File: src/rtl/fetch_unit.sv
// Instruction fetch stage: issues word requests to instruction memory, queues
// returned words in order and hands them to decode; redirects flush the queue.
module fetch_unit #(
  parameter logic [31:0] RESET_PC = 32'h0000_0000,
  parameter int          DEPTH    = 4
) (
  input  logic        clk,
  input  logic        reset,
  input  logic        PCSrc,
  input  logic [31:0] PCTarget,
  output logic        imem_req,
  output logic [31:0] imem_addr,
  input  logic        imem_gnt,
  input  logic        imem_rvalid,
  input  logic [31:0] imem_rdata,
  output logic        instr_valid,
  input  logic        instr_ready,
  output logic [31:0] instr,
  output logic [31:0] instr_pc,
  output logic [31:0] instr_pcplus4
);

  localparam int AW = $clog2(DEPTH);
  localparam int CW = AW + 1;
  localparam logic [31:0]   NOP     = 32'h0000_0013;
  localparam logic [AW-1:0] ONE_A   = AW'(1);
  localparam logic [CW+1:0] DEPTH_W = (CW+2)'(DEPTH);

  logic [31:0]   pc_r, pc_s;
  logic [CW-1:0] inflight_r, inflight_s;
  logic [CW-1:0] discard_r, discard_s;
  logic [CW-1:0] count_r, count_s;
  logic [AW-1:0] head_r, head_s, tail_r, tail_s;
  logic [31:0]   q_data_r [DEPTH];
  logic [31:0]   q_pc_r   [DEPTH];

  logic [CW+1:0] credit_s;
  logic          txn_s, rv_drop_s, rv_take_s, pop_s, has_head_s;
  logic [31:0]   rsp_pc_s;

  // Request credit, handshake decode and output presentation.
  always_comb begin
    credit_s      = {2'b00, inflight_r} + {2'b00, discard_r} + {2'b00, count_r};
    imem_req      = reset && (credit_s < DEPTH_W);
    imem_addr     = reset ? pc_r : RESET_PC;
    txn_s         = imem_req && imem_gnt;
    rv_drop_s     = imem_rvalid && (discard_r != {CW{1'b0}});
    rv_take_s     = imem_rvalid && (discard_r == {CW{1'b0}}) && (inflight_r != {CW{1'b0}});
    has_head_s    = reset && (count_r != {CW{1'b0}});
    instr_valid   = has_head_s && !PCSrc;
    pop_s         = instr_valid && instr_ready;
    instr         = instr_valid ? q_data_r[head_r] : NOP;
    instr_pc      = has_head_s ? q_pc_r[head_r] : 32'h0000_0000;
    instr_pcplus4 = has_head_s ? (q_pc_r[head_r] + 32'd4) : 32'h0000_0000;
    // Live requests are consecutive words ending just below pc, so the oldest is pc - 4*inflight.
    rsp_pc_s      = pc_r - (32'(inflight_r) << 2);
  end

  // Next-state computation for pc, counters and queue pointers.
  always_comb begin
    pc_s       = pc_r;
    inflight_s = inflight_r;
    discard_s  = discard_r;
    count_s    = count_r;
    head_s     = head_r;
    tail_s     = tail_r;
    if (PCSrc) begin
      pc_s       = {PCTarget[31:2], 2'b00};
      inflight_s = {CW{1'b0}};
      discard_s  = discard_r + inflight_r + CW'(txn_s) - CW'(rv_drop_s || rv_take_s);
      count_s    = {CW{1'b0}};
      head_s     = {AW{1'b0}};
      tail_s     = {AW{1'b0}};
    end else begin
      if (txn_s) begin
        pc_s = pc_r + 32'd4;
      end else begin
        pc_s = pc_r;
      end
      inflight_s = inflight_r + CW'(txn_s) - CW'(rv_take_s);
      discard_s  = discard_r - CW'(rv_drop_s);
      count_s    = count_r + CW'(rv_take_s) - CW'(pop_s);
      tail_s     = rv_take_s ? (tail_r + ONE_A) : tail_r;
      head_s     = pop_s ? (head_r + ONE_A) : head_r;
    end
  end

  // Control state register with synchronous active-low reset.
  always_ff @(posedge clk) begin
    if (!reset) begin
      pc_r       <= RESET_PC;
      inflight_r <= {CW{1'b0}};
      discard_r  <= {CW{1'b0}};
      count_r    <= {CW{1'b0}};
      head_r     <= {AW{1'b0}};
      tail_r     <= {AW{1'b0}};
    end else begin
      pc_r       <= pc_s;
      inflight_r <= inflight_s;
      discard_r  <= discard_s;
      count_r    <= count_s;
      head_r     <= head_s;
      tail_r     <= tail_s;
    end
  end

  // Queue storage; only the accepted-response path writes it.
  always_ff @(posedge clk) begin
    if (reset && !PCSrc && rv_take_s) begin
      q_data_r[tail_r] <= imem_rdata;
      q_pc_r[tail_r]   <= rsp_pc_s;
    end
  end

endmodule
File: config.mk
export PLATFORM = sky130hd
export DESIGN_NAME = fetch_unit
export DESIGN_NICKNAME = d
export VERILOG_FILES = /design/src/rtl/fetch_unit.sv
export SDC_FILE = /design/constraint.sdc
export NUM_CORES = 1
export LEC_CHECK = 0
export BUFFER_PORTS_ARGS = -buffer_cell sky130_fd_sc_hd__buf_4
export CORE_AREA = 2 2 189 191
export DETAILED_ROUTE_END_ITERATION = 8
export DIE_AREA = 0 0 191 193
export PLACE_DENSITY = 0.6
export SYNTH_ARGS = -nofsm -noshare
export SYNTH_HDL_FRONTEND = slang
export SYNTH_SLANG_ARGS = --single-unit
File: constraint.sdc
create_clock -name clk -period 5.24 [get_ports clk]
set_input_delay 0.524 -clock clk [delete_from_list [all_inputs] [get_ports clk]]
set_output_delay 0.524 -clock clk [all_outputs]
set_load 0.02 [all_outputs]
### Word level (Yosys, flattened, before mapping)

Memory sizes are Yosys's and may differ from the RTL's. A register that Yosys moved wholly into a read port is not among the register bits.
Index checks and enable logic that the tools add are counted.

* flip-flop bits (word level): 45
* RAM bits: 256
* input port bits: 70
* output and inout port bits: 130
* logic and storage cells: 57
* memories: 2

* add/sub/neg operators: 15
* order comparisons: 1
* multiplexer cells: 13
* bitwise gates (word level): 1
* reductions and logical operators: 18

Memory list
* q_data_r: depth 4, bits a word 32, read ports 1, clocked after Yosys merged registers in 1, write ports 1, RTL line 34 `logic [31:0] q_data_r [DEPTH];`
* q_pc_r: depth 4, bits a word 32, read ports 1, clocked after Yosys merged registers in 1, write ports 1, RTL line 35 `logic [31:0] q_pc_r [DEPTH];`

Operators by type and width (count)
* 2-to-1 mux 32 bit: 6
* adder 32 x 3 -> 32 bit, second input constant: 2
* subtractor 32 x 5 -> 32 bit: 1
* subtractor 3 x 1 -> 3 bit: 4
* logical AND 1 bit: 10
* adder 3 x 1 -> 3 bit: 3
* nonzero test 3 bit: 3
* 2-to-1 mux 2 bit: 4
* adder 4 x 3 -> 5 bit: 1
* less-than comparator 5 x 3 -> 1 bit, second input constant: 1
* adder 2 x 1 -> 2 bit, second input constant: 2
* adder 3 x 3 -> 4 bit: 1
* adder 3 bit: 1
* zero test 3 bit: 1
* 2-to-1 mux 3 bit: 1
* 2-to-1 mux 1 bit: 2
* nonzero test 2 bit: 1
* OR reduction 2 bit: 1
* zero test 1 bit: 1
* logical OR 1 bit: 1
* inverter 1 bit: 1

### Logic depth before layout (Yosys ltp)

Gate-level depths: netlist of the first run.

* depth after elaboration: 8
* depth in mapped cells: 16
* gate-level depth less buffers: 15

### Worst setup path after synthesis of the first run

Ideal clock, no wire load.

* path kind: reg-to-reg
* start point: register inflight_r[2]
* end point: register discard_r[1]
* setup time: 115 ps
* arrival: 3451 ps
* required time: 5125 ps
* path slack: 1674 ps
* cell stages (with the launch flop): 14
* path buffers: 1
* clock period less this slack: 3566 ps
* path through: dfxtp_1 inv_1 fa_1 inv_1 ha_1 inv_1 o311ai_1 clkbuf_1 a21oi_1 fa_1 fa_1 nand2_1 o21ai_0 and2_1

* longest elaborated chain between the ends: 8
* elaborated cells on any way between the ends: 11
* classes of those cells: add/sub (4); order compare (1); mux (1); reduce/logical (5)

Ends and longest elaborated chain
* start, declared: RTL line 30 `logic [CW-1:0] inflight_r, inflight_s;`
* start signal, assigned: RTL line 92 `inflight_r <= {CW{1'b0}};`
* start signal, assigned: RTL line 99 `inflight_r <= inflight_s;`
* adder 3 x 3 -> 4 bit: RTL line 43 `credit_s = {2'b00, inflight_r} + {2'b00, discard_r} + {2'b00, count_r};`
* adder 4 x 3 -> 5 bit: RTL line 43
* less-than comparator 5 x 3 -> 1 bit: RTL line 44 `imem_req = reset && (credit_s < DEPTH_W);`
* logical AND 1 bit: RTL line 44
* logical AND 1 bit: RTL line 46 `txn_s = imem_req && imem_gnt;`
* adder 3 x 1 -> 3 bit: RTL line 70 `discard_s = discard_r + inflight_r + CW'(txn_s) - CW'(rv_drop_s || rv_take_s);`
* subtractor 3 x 1 -> 3 bit (*): RTL line 70
* 2-to-1 mux 3 bit (*): RTL line 67 `if (PCSrc) begin`
* end signal, assigned: RTL line 93 `discard_r <= {CW{1'b0}};`
* end signal, assigned: RTL line 100 `discard_r <= discard_s;`
* end, declared: RTL line 31 `logic [CW-1:0] discard_r, discard_s;`

Every way passes the cells marked *; elsewhere a longest branch is shown, timed or not.
A chain may end at the register's enable or synchronous reset.

==> impl_results.md, run 1 <==
- Share of the synthesized area in the top cell type: 54.3%
- Synth area leader: edfxtp_1
- Postcts setup bufs: 0
- Max_slew headroom: 23.2%
- Setup_tns: 0 ns
- Post-Syn Area: 13,700 um^2
- Io pins: 200
- Register area share after synthesis: 60.9%
- Row Count: 69
- Detail Route Antenna Nets: 0
- Max-Cap Viols: 0
- WL per Instance: between 20 and 25 um
- RSZ-0062 raised after global routing: false
- Max VDD drop: 229 uV
- CTS tree: built
- PwrDens: 321 nW/um^2
- Leakage power: 0.00595 uW
- Die area: 36,900 um^2
- Die Span X: 191 um
- Setup WS post-layout: 0.961 ns
- Remaining DRCs: 0
- Tmin final: 4.28 ns
- Clock buffer depth: 3
- Met2 WL: 16.2 mm
- Clk root buf: clkbuf_16
- Final period util: about four fifths
- Port Buffers: 191
- Starting density of the core: roughly 39%
- Num CTS Buffers: 30
- Chip height: between 150 and 200 um
- Area delta synth->final: 20.5%
- Fillcell total: 3,167
- Worst EP required: 4.72 ns
- Worst Hold Class: primary input to flip-flop
- Slowest stage cell, crit path: buf_4
- Pre-antenna DRT Iters: 5
- Vias/cell: 5.29
- Resize count post-CTS: 0
- Largest net degree at the start of global routing: 63
- First-pass GRT wire length: just under 50 mm
- Grt ovf: 0
- Clock transition at path regs: roughly 0.060 ns
- Mean Syn Cell Area: 14.0 um^2
- Share of cells above drive strength 1: 28.0%
- Slew at the pin closest to its max-slew limit: 1.15 ns
- Post-synthesis cell type count: 54
- Ys async rst share: 0%
- Status: complete, no violations
- Pre-CTS setup slack: 1.27 ns
- Main flop type after synthesis: edfxtp_1
- Top Layer Used: met4
- Clk sinks: about 300
- Crit path kind: flip-flop to output pin
- Area of the core: 35,000 um^2
- Fin. max-slew vios: 0
- Most frequent CP cell: buf_4
- Vias: about 8,600
- Routability congestion estimate: 0.788
- Final Hold Vio Count: 0
- WL met3: 1.40 mm
- Initial DRC count: a little over 500
- Yosys warns: 0
- Register bit total from synthesis: 293
- Max Freq: 0.234 GHz
- Vias in the first global route: 8,537
- Synth Instances: 983
- Ant diodes: 0
- Final Net Count: 1,247
- CP max FO: 40
- Most frequent cells in the layout: edfxtp_1 (248), buf_4 (198), and3_1 (61), mux4_2 (61), xnor2_1 (49)
- Multi-input gate area: 4920 um^2
- Setup violation total in the final timing report: 0
- Number of synthesized flops with an enable pin: 248
- Cell Chain, Critical Path: buf_4 -> mux4_2 -> and3_1 -> and4_1 -> nand3_1 -> mux2_2 -> buf_4
- Storage element area: 8360 um^2
- Area contributors post-synth: edfxtp_1 (54%), mux4_2 (10%), dfxtp_1 (6.6%)
- Nature of the critical path startpoint: flip-flop
- FF-to-FF setup slack: 1.22 ns
- Hold-fix buffers at CTS: 0
- Drt total wl: 33.0 mm
- Total track usage: between 10% and 20%
- Fin Clk Skew: 0.0105 ns
- Element type at the critical path end: output pin
- Initial antenna violation count: 2
- Post-DP HPWL: 21.2 mm
- Max H-tree Level: 1
- Commonest non-fill, non-tap cell in the layout: edfxtp_1
- CP arrival: approximately 3.8 ns
- Worst-skew pair later-pin latency: 0.55 ns
- Slowest stage delay, CP: 0.77 ns
- Met1 wire length: approximately 15 mm
[worst max-delay path: cells and delay by family, from the launching register on]
kind | cells | cell delay, ns
mux | 2 | 1.00
flops | 1 | 0.68
simple gates | 3 | 0.55
buf+inv | 2 | 0.93
[sequential cells by signal, summed over array words and instances, names as in the netlist, named ones only]
signal / cells
q_data_r: 128
q_pc_r: 120
pc_r: 30
count_r: 3
discard_r: 3
inflight_r: 3
head_r: 2
tail_r: 2
[layer usage]
layer  track usage, %  up-vias
met4             3.64        0
li1                 -     4071
met3             2.23       33
met5                0        -
met2             30.2      195
met1             24.3     4341
[power by group]
| part | total (uW) | switching (uW) | internal, uW |
|---|---|---|---|
| registers | 2630 | 51.7 | 2580 |
| logic | 446 | 257 | 189 |
| clock network | 2230 | 871 | 1360 |
| total | 5310 | 1180 | 4130 |
[synth_stat cells (all sizes together) (9+ instances only)]
cell    count
edfxtp    248
and3       65
mux4       62
xnor2      49
clkbuf     48
nor2       47
o21ai      46
dfxtp      45
inv        40
and2       38
nand2      29
a21oi      27
nand3      25
buf        21
ha         20
nor3       20
or3        19
a31oi      13
and4       13
nand4      12
nand2b     11
xor2        9
[layout make-up]
class / count / share of cell area, %
flip-flops and latches: 293 / 50.5
clock inverters: 18 / 1.57
inverters: 40 / 0.908
repair buffers: 198 / 8.99
multi-input cells: 586 / 29.8
clock buffers: 36 / 4.74
well taps: 461 / 3.49
[per-stage QoR]
stage               cells  hold WS, ns  total power, uW  utilization, %  instance area [um^2]
CTS                  1632        0.142             5360            47.3                 16500
finish               1632        0.170             5310            47.3                 16500
floorplan             988        0.485             2960               -                 13700
global route         1632        0.149             5510            47.3                 16500
detailed placement   1578        0.530             3130            44.3                 15500
global placement     1578        0.504             3120            44.3                 15500
[kinds of logic (layout without fill, tap and decap cells)]
| logic type | count (synthesis) | in the layout | share of synthesized area (%) |
|---|---|---|---|
| XOR/XNOR | 58 | 58 | 3.70 |
| multiplexers | 72 | 72 | 11.0 |
| other | 1 | 6 | 0.0273 |
| AO/OA/AOI/OAI | 114 | 114 | 5.00 |
| buffers and inverters | 109 | 292 | 3.57 |
| flip-flops | 293 | 293 | 60.9 |
| AND/OR/NAND/NOR | 308 | 308 | 12.9 |
| adder cells (fa/ha/maj) | 28 | 28 | 2.99 |
[path summary, 6_finish.rpt]
| kind | startpoint | endpoint | cells past startpoint |
|---|---|---|---|
| max | flip-flop | instr_pcplus4[29] | 7 |
| min | imem_rdata[13] | q_data_r[2][13]$_DFFE_PP_ | 1 |
| max reg2reg | inflight_r[1]$_SDFF_PP0_ | pc_r[24]$_SDFFE_PN0P_ | 9 |
| min reg2reg | head_r[1]$_SDFFE_PP0P_ | head_r[1]$_SDFFE_PP0P_ | 2 |
(Power assumes the default switching activity.)
==> run 2, diff against run 1 <==
--- a/config.mk
+++ b/config.mk
@@ -9,7 +9,7 @@
 export CORE_AREA = 2 2 189 191
 export DETAILED_ROUTE_END_ITERATION = 8
 export DIE_AREA = 0 0 191 193
-export PLACE_DENSITY = 0.6
+export PLACE_DENSITY = 0.62
 export SYNTH_ARGS = -nofsm -noshare
 export SYNTH_HDL_FRONTEND = slang
 export SYNTH_SLANG_ARGS = --single-unit
==> constraint.sdc (replaced) <==
create_clock -name clk -period 3.6 [get_ports clk]
set_input_delay 0.36 -clock clk [delete_from_list [all_inputs] [get_ports clk]]
set_output_delay 0.36 -clock clk [all_outputs]
set_load 0.02 [all_outputs]
==> run 2 against run 1 <==
Sequential power grew 46%; count of clock-buffer cells in the layout increased by 5; first-iteration DRC count rose by 36%; sequential share of layout area shrank 1.8 points; largest cell class unchanged.
==> impl_results.md, run 2 (synthesis gave the netlist of run 1 again) <==
- Max H-tree Level: 1
- Max_slew headroom: a little over half
- PwrDens: around 440 nW/um^2
- Starting density of the core: 39.2%
- Drt total wl: 33.9 mm
- Pre-antenna DRT Iters: 7
- CP arrival: about 3.1 ns
- Tmin final: 3.48 ns
- Die Span X: 191 um
- Max Freq: 0.288 GHz
- CP max FO: 7
- Row Count: 69
- Setup_tns: 0 ns
- Routability congestion estimate: 0.792
- Fin. max-slew vios: 0
- Final Net Count: around 1,300
- Commonest non-fill, non-tap cell in the layout: edfxtp_1
- Fillcell total: 3,085
- Area of the core: 35,000 um^2
- Worst-skew pair later-pin latency: 0.55 ns
- Clk sinks: 293
- Post-DP HPWL: 22.1 mm
- Crit-path leading delay family: simple AND/OR/NAND/NOR gates
- Met1 wire length: about 15 mm
- Max reg flops: 128
- Share of cells above drive strength 1: 29.3%
- Max-Cap Viols: 0
- Ant diodes: 0
- Most frequent cells in the layout: edfxtp_1 (248), buf_4 (225), and3_1 (61), mux4_2 (61), xnor2_1 (49)
- Max VDD drop: ~390 uV
- Chip height: 193 um
- Regs by FF count: q_data_r (128), q_pc_r (120), pc_r (30)
- WL per Instance: around 20 um
- Area delta synth->final: 25.1%
- Vias/cell: between 5 and 6
- Nature of the critical path startpoint: flip-flop
- Fin Clk Skew: 0.0166 ns
- Vias in the first global route: ~8,700
- Slew at the pin closest to its max-slew limit: 0.688 ns
- Most flops, register: q_data_r
- Num CTS Buffers: 31
- Hold slack: 0.0947 ns
- RSZ-0062 raised after global routing: false
- Met2 WL: 16.3 mm
- Slowest stage cell, crit path: or4_4
- Status: complete, no violations
- WL met3: 2.02 mm
- Final Hold Vio Count: 0
- Initial DRC count: 689
- Initial antenna violation count: 0
- Leakage power: 0.00623 uW
- Die area: ~37,000 um^2
- Number of buffers and inverters on the critical path: 2
- CTS tree: built
- Clk root buf: clkbuf_16
- Top Layer Used: met4
- Io pins: 200
- Setup violation total in the final timing report: 0
- First-pass GRT wire length: roughly 51 mm
- Final period util: 96.6%
- Clock transition at path regs: 0.06 ns
- Crit path kind: flip-flop to output pin
- Detail Route Antenna Nets: 0
- Slowest stage delay, CP: 0.63 ns
- Grt ovf: 0
- Vias: 9,005
- Element type at the critical path end: output pin
- Port Buffers: between 150 and 200
- Clock buffer depth: 3
- Remaining DRCs: 0
- Worst Hold Class: primary input to flip-flop
- Cell Chain, Critical Path: buf_12 -> mux4_2 -> nand4_4 -> or4_4 -> or4_1 -> a21oi_2 -> buf_4
- Worst EP required: 3.24 ns
- Total track usage: 18.1%
- Largest net degree at the start of global routing: 62
- Overall power: 7560 uW
[run 2: routing by layer]
metal  up-vias  global-route usage (%)
li1       4216                       -
met1      4486                    25.9
met2       271                    29.8
met3        32                    2.43
met4         0                    3.43
met5         -                       0
[run 2: path summary, 6_finish.rpt]
| check | startpoint | to | slack, ns | cells after the start |
|---|---|---|---|---|
| setup / recovery | flip-flop | instr_pcplus4[28] | 0.12 | 7 |
| hold / removal | PCTarget[6] | pc_r[6]$_SDFFE_PN0P_ | 0.09 | 3 |
| setup reg to reg | inflight_r[2]$_SDFF_PP0_ | pc_r[26]$_SDFFE_PN0P_ | 0.19 | 9 |
| hold reg to reg | head_r[1]$_SDFFE_PP0P_ | flip-flop | 0.55 | 2 |
[run 2: final cells by class]
class	count	area [um^2]	share of cell area (%)
Sequential cell	293	8360	48.7
Multi-Input combinational cell	587	4980	29.0
Timing Repair Buffer	264	2150	12.5
Clock buffer	41	813	4.74
Tap cell	461	577	3.36
Inverter	40	150	0.875
Clock inverter	11	134	0.780
[run 2: timing repair]
item / in CTS / in global routing
hold endpoints to repair: 128 / 0
endpoints found under the setup margin: 5 / 10
resized for setup: 0 / 10
buffers inserted: 4 / 8
hold buffers: 32 / 0
pin swaps: 0 / 2
gates cloned: 0 / 1
[run 2: report_power, final]
group	switching, uW	internal, uW
Clock	1230	1780
Sequential	77.4	3760
Combinational	395	312
Total	1700	5850
[run 2: worst register-to-register path: cells and delay by family (launching register included)]
family	cells	cell delay (ns)
buffers and inverters	2	0.17
adders and majority gates	2	1.02
DFF	1	0.38
and+or+nand+nor	3	1.21
AOI/OAI and AO/OA	2	0.56
[run 2: through the flow]
stage	cell area (um^2)	std cells	utilization, %	worst slack (ns)
global route	17200	1697	49.1	0.00590
floorplan	13700	988	-	0.0340
CTS	17000	1688	48.7	0.0214
detailed placement	15700	1600	44.9	0.173
global placement	15700	1600	44.9	0.221
finish	17200	1697	49.1	0.123
==> run 3, diff against run 2 <==
--- a/config.mk
+++ b/config.mk
@@ -6,10 +6,10 @@
 export NUM_CORES = 1
 export LEC_CHECK = 0
 export BUFFER_PORTS_ARGS = -buffer_cell sky130_fd_sc_hd__buf_4
-export CORE_AREA = 2 2 189 191
+export CORE_AREA = 2 2 159 161
 export DETAILED_ROUTE_END_ITERATION = 8
-export DIE_AREA = 0 0 191 193
-export PLACE_DENSITY = 0.62
+export DIE_AREA = 0 0 161 163
+export PLACE_DENSITY = 0.79
 export SYNTH_ARGS = -nofsm -noshare
 export SYNTH_HDL_FRONTEND = slang
 export SYNTH_SLANG_ARGS = --single-unit
==> constraint.sdc (replaced) <==
create_clock -name clk -period 3.58 [get_ports clk]
set_input_delay 0.537 -clock clk [delete_from_list [all_inputs] [get_ports clk]]
set_output_delay 0.537 -clock clk [all_outputs]
set_load 0.02 [all_outputs]
==> run 3 against run 2 <==
Worst hold slack gained 0.10 ns; the flow now finishes with violations (setup timing); via count up 3.2%; utilization grew 20 points; combinational power down 3%; final cell count is 8.5% lower; register-to-register slack got worse by 0.03 ns.
==> impl_results.md, run 3 (synthesis gave the netlist of run 1 again) <==
- Post-route insts no fill: 1,552
- Most frequent cells in the layout: edfxtp_1 (248), buf_4 (241), mux4_2 (62)
- Clk sinks: 293
- Max reg flops: 128
- Starting density of the core: ~56%
- Clk root buf: clkbuf_16
- Final Net Count: 1,297
- PwrDens: 469 nW/um^2
- Worst EP required: 3.04 ns
- Port Buffers: approximately 190
- Final core occ: 68.6%
- Worst-skew pair later-pin latency: 0.53 ns
- Die area: 26,200 um^2
- Vias: 9,292
- Post-DP HPWL: 21.3 mm
- Chip height: 163 um
- Drt total wl: 33.3 mm
- Initial DRC count: 870
- Vias/cell: 5.99
- Leakage power: between 0.006 and 0.007 uW
- Commonest non-fill, non-tap cell in the layout: edfxtp_1
- Grt ovf: 0
- Worst Hold Class: primary input to flip-flop
- Die Span X: 161 um
- First-pass GRT wire length: 50.7 mm
- Largest net degree at the start of global routing: 54
- Row Count: 58
- FF-to-FF setup slack: ~0.16 ns
- Area delta synth->final: 23.4%
- Placed Cells incl. Taps: 1,475
- Slowest stage delay, CP: 0.52 ns
- Initial antenna violation count: 0
- Fin. max-slew vios: 0
- Share of cells above drive strength 1: 32.6%
- Element type at the critical path end: output pin
- Most flops, register: q_data_r
- Regs by FF count: q_data_r (128), q_pc_r (120), pc_r (30)
- Remaining DRCs: 0
- Storage element area: around 8400 um^2
- Detail Route Antenna Nets: 0
- Fin Clk Skew: 0.0114 ns
- Multi-input gate area: 4980 um^2
- Slew at the pin closest to its max-slew limit: 0.671 ns
- Status: complete, but fails checks
- Fillcell total: approximately 1,700
- Io pins: 200
- Clock buffer depth: 3
- RSZ-0062 raised after global routing: true
- Failing checks: setup timing
- Nature of the critical path startpoint: flip-flop
- Max H-tree Level: 1
- WL per Instance: ~21 um
- Total track usage: 25.0%
- Setup violation total in the final timing report: 2
- Pre-antenna DRT Iters: 6
- Max VDD drop: 694 uV
- CP max FO: 6
- Ant diodes: 0
- Setup WS post-layout: -0.0413 ns
- Cell Chain, Critical Path: buf_4 -> mux4_2 -> nand3_2 -> or4_4 -> buf_12 -> or4_4 -> a21oi_2 -> buf_4
- Routability congestion estimate: 0.873
- CTS tree: built
- CP arrival: 3.08 ns
- Slowest stage cell, crit path: or4_4
- Vias in the first global route: 9,068
- Num CTS Buffers: 29
- Clock transition at path regs: around 0.060 ns
- Max_slew headroom: 54.1%
- Crit path kind: flip-flop to output pin
- Max-Cap Viols: 0
- Final Hold Vio Count: 0
- Final period util: 101%
- Max Freq: around 0.28 GHz
- Tmin final: between 3 and 4 ns
- Area of the core: ~25,000 um^2
[run 3: cell types whose count changed in the layout (fill, tap and decap cells not counted), sizes merged]
cell / change
clkinvlp: +2
dlygate4sd3: -32
clkbuf: -11
clkinv: +4
or4: -1
bufinv: +6
inv: +1
buf: +17
[run 3: report_power, final]
part           total, uW  internal, uW  switching, uW
logic                687           291            396
registers           3850          3780           72.1
clock network       3410          2140           1270
[run 3: timing repair]
action	in CTS	in global routing
hold buffers	0	0
cloned	0	0
setup buffers	18	5
gates resized for setup	17	11
pin swaps	6	2
endpoints found under the setup margin	15	19
hold endpoints to repair	0	0
[run 3: critical path, delay by kind of cell, from the launching register on]
kind	cells	cell delay [ns]
buffers and inverters	3	0.48
muxes	1	0.41
AOI/OAI and AO/OA	1	0.13
and+or+nand+nor	3	1.13
DFF	1	0.40
[run 3: routing by layer]
| layer | routed length [um] | vias up | global-route usage [%] |
|---|---|---|---|
| met2 | 16700 | 420 | 42.0 |
| met5 | 0 | - | 0 |
| li1 | - | 4174 | - |
| met1 | 13400 | 4627 | 33.8 |
| met4 | 955 | 0 | 8.77 |
| met3 | 2230 | 71 | 3.79 |
[run 3: per-stage QoR]
step | hold WS (ns) | total power (uW) | cell area (um^2) | setup WS, ns | TNS [ns]
6_report | 0.198 | 7940 | 16900 | -0.0413 | -0.0495
5_1_grt | 0.171 | 8210 | 16900 | -0.109 | -0.541
4_1_cts | 0.179 | 7970 | 16900 | -0.0266 | -0.0426
3_5_place_dp | 0.519 | 4590 | 15500 | 0.171 | 0
3_3_place_gp | 0.509 | 4560 | 15500 | 0.248 | 0
2_1_floorplan | 0.485 | 4330 | 13700 | 0.0140 | 0
[run 3: worst paths after layout]
path              cells after the start                     start                   endpoint
setup / recovery                      8                 flip-flop          instr_pcplus4[28]
hold / removal                        1            imem_rdata[27]  q_data_r[2][27]$_DFFE_PP_
setup reg to reg                      9  inflight_r[2]$_SDFF_PP0_      pc_r[23]$_SDFFE_PN0P_
hold reg to reg                       2    head_r[1]$_SDFFE_PP0P_     head_r[1]$_SDFFE_PP0P_
[run 3: layout make-up]
class                      instances  area share [%]
sequential                       293            49.4
tap                              330            2.44
inverter                          40           0.887
multi-input combinational        586            29.4
clock inverter                    24            2.17
timing repair buffer             249            11.4
clock buffer                      30            4.31
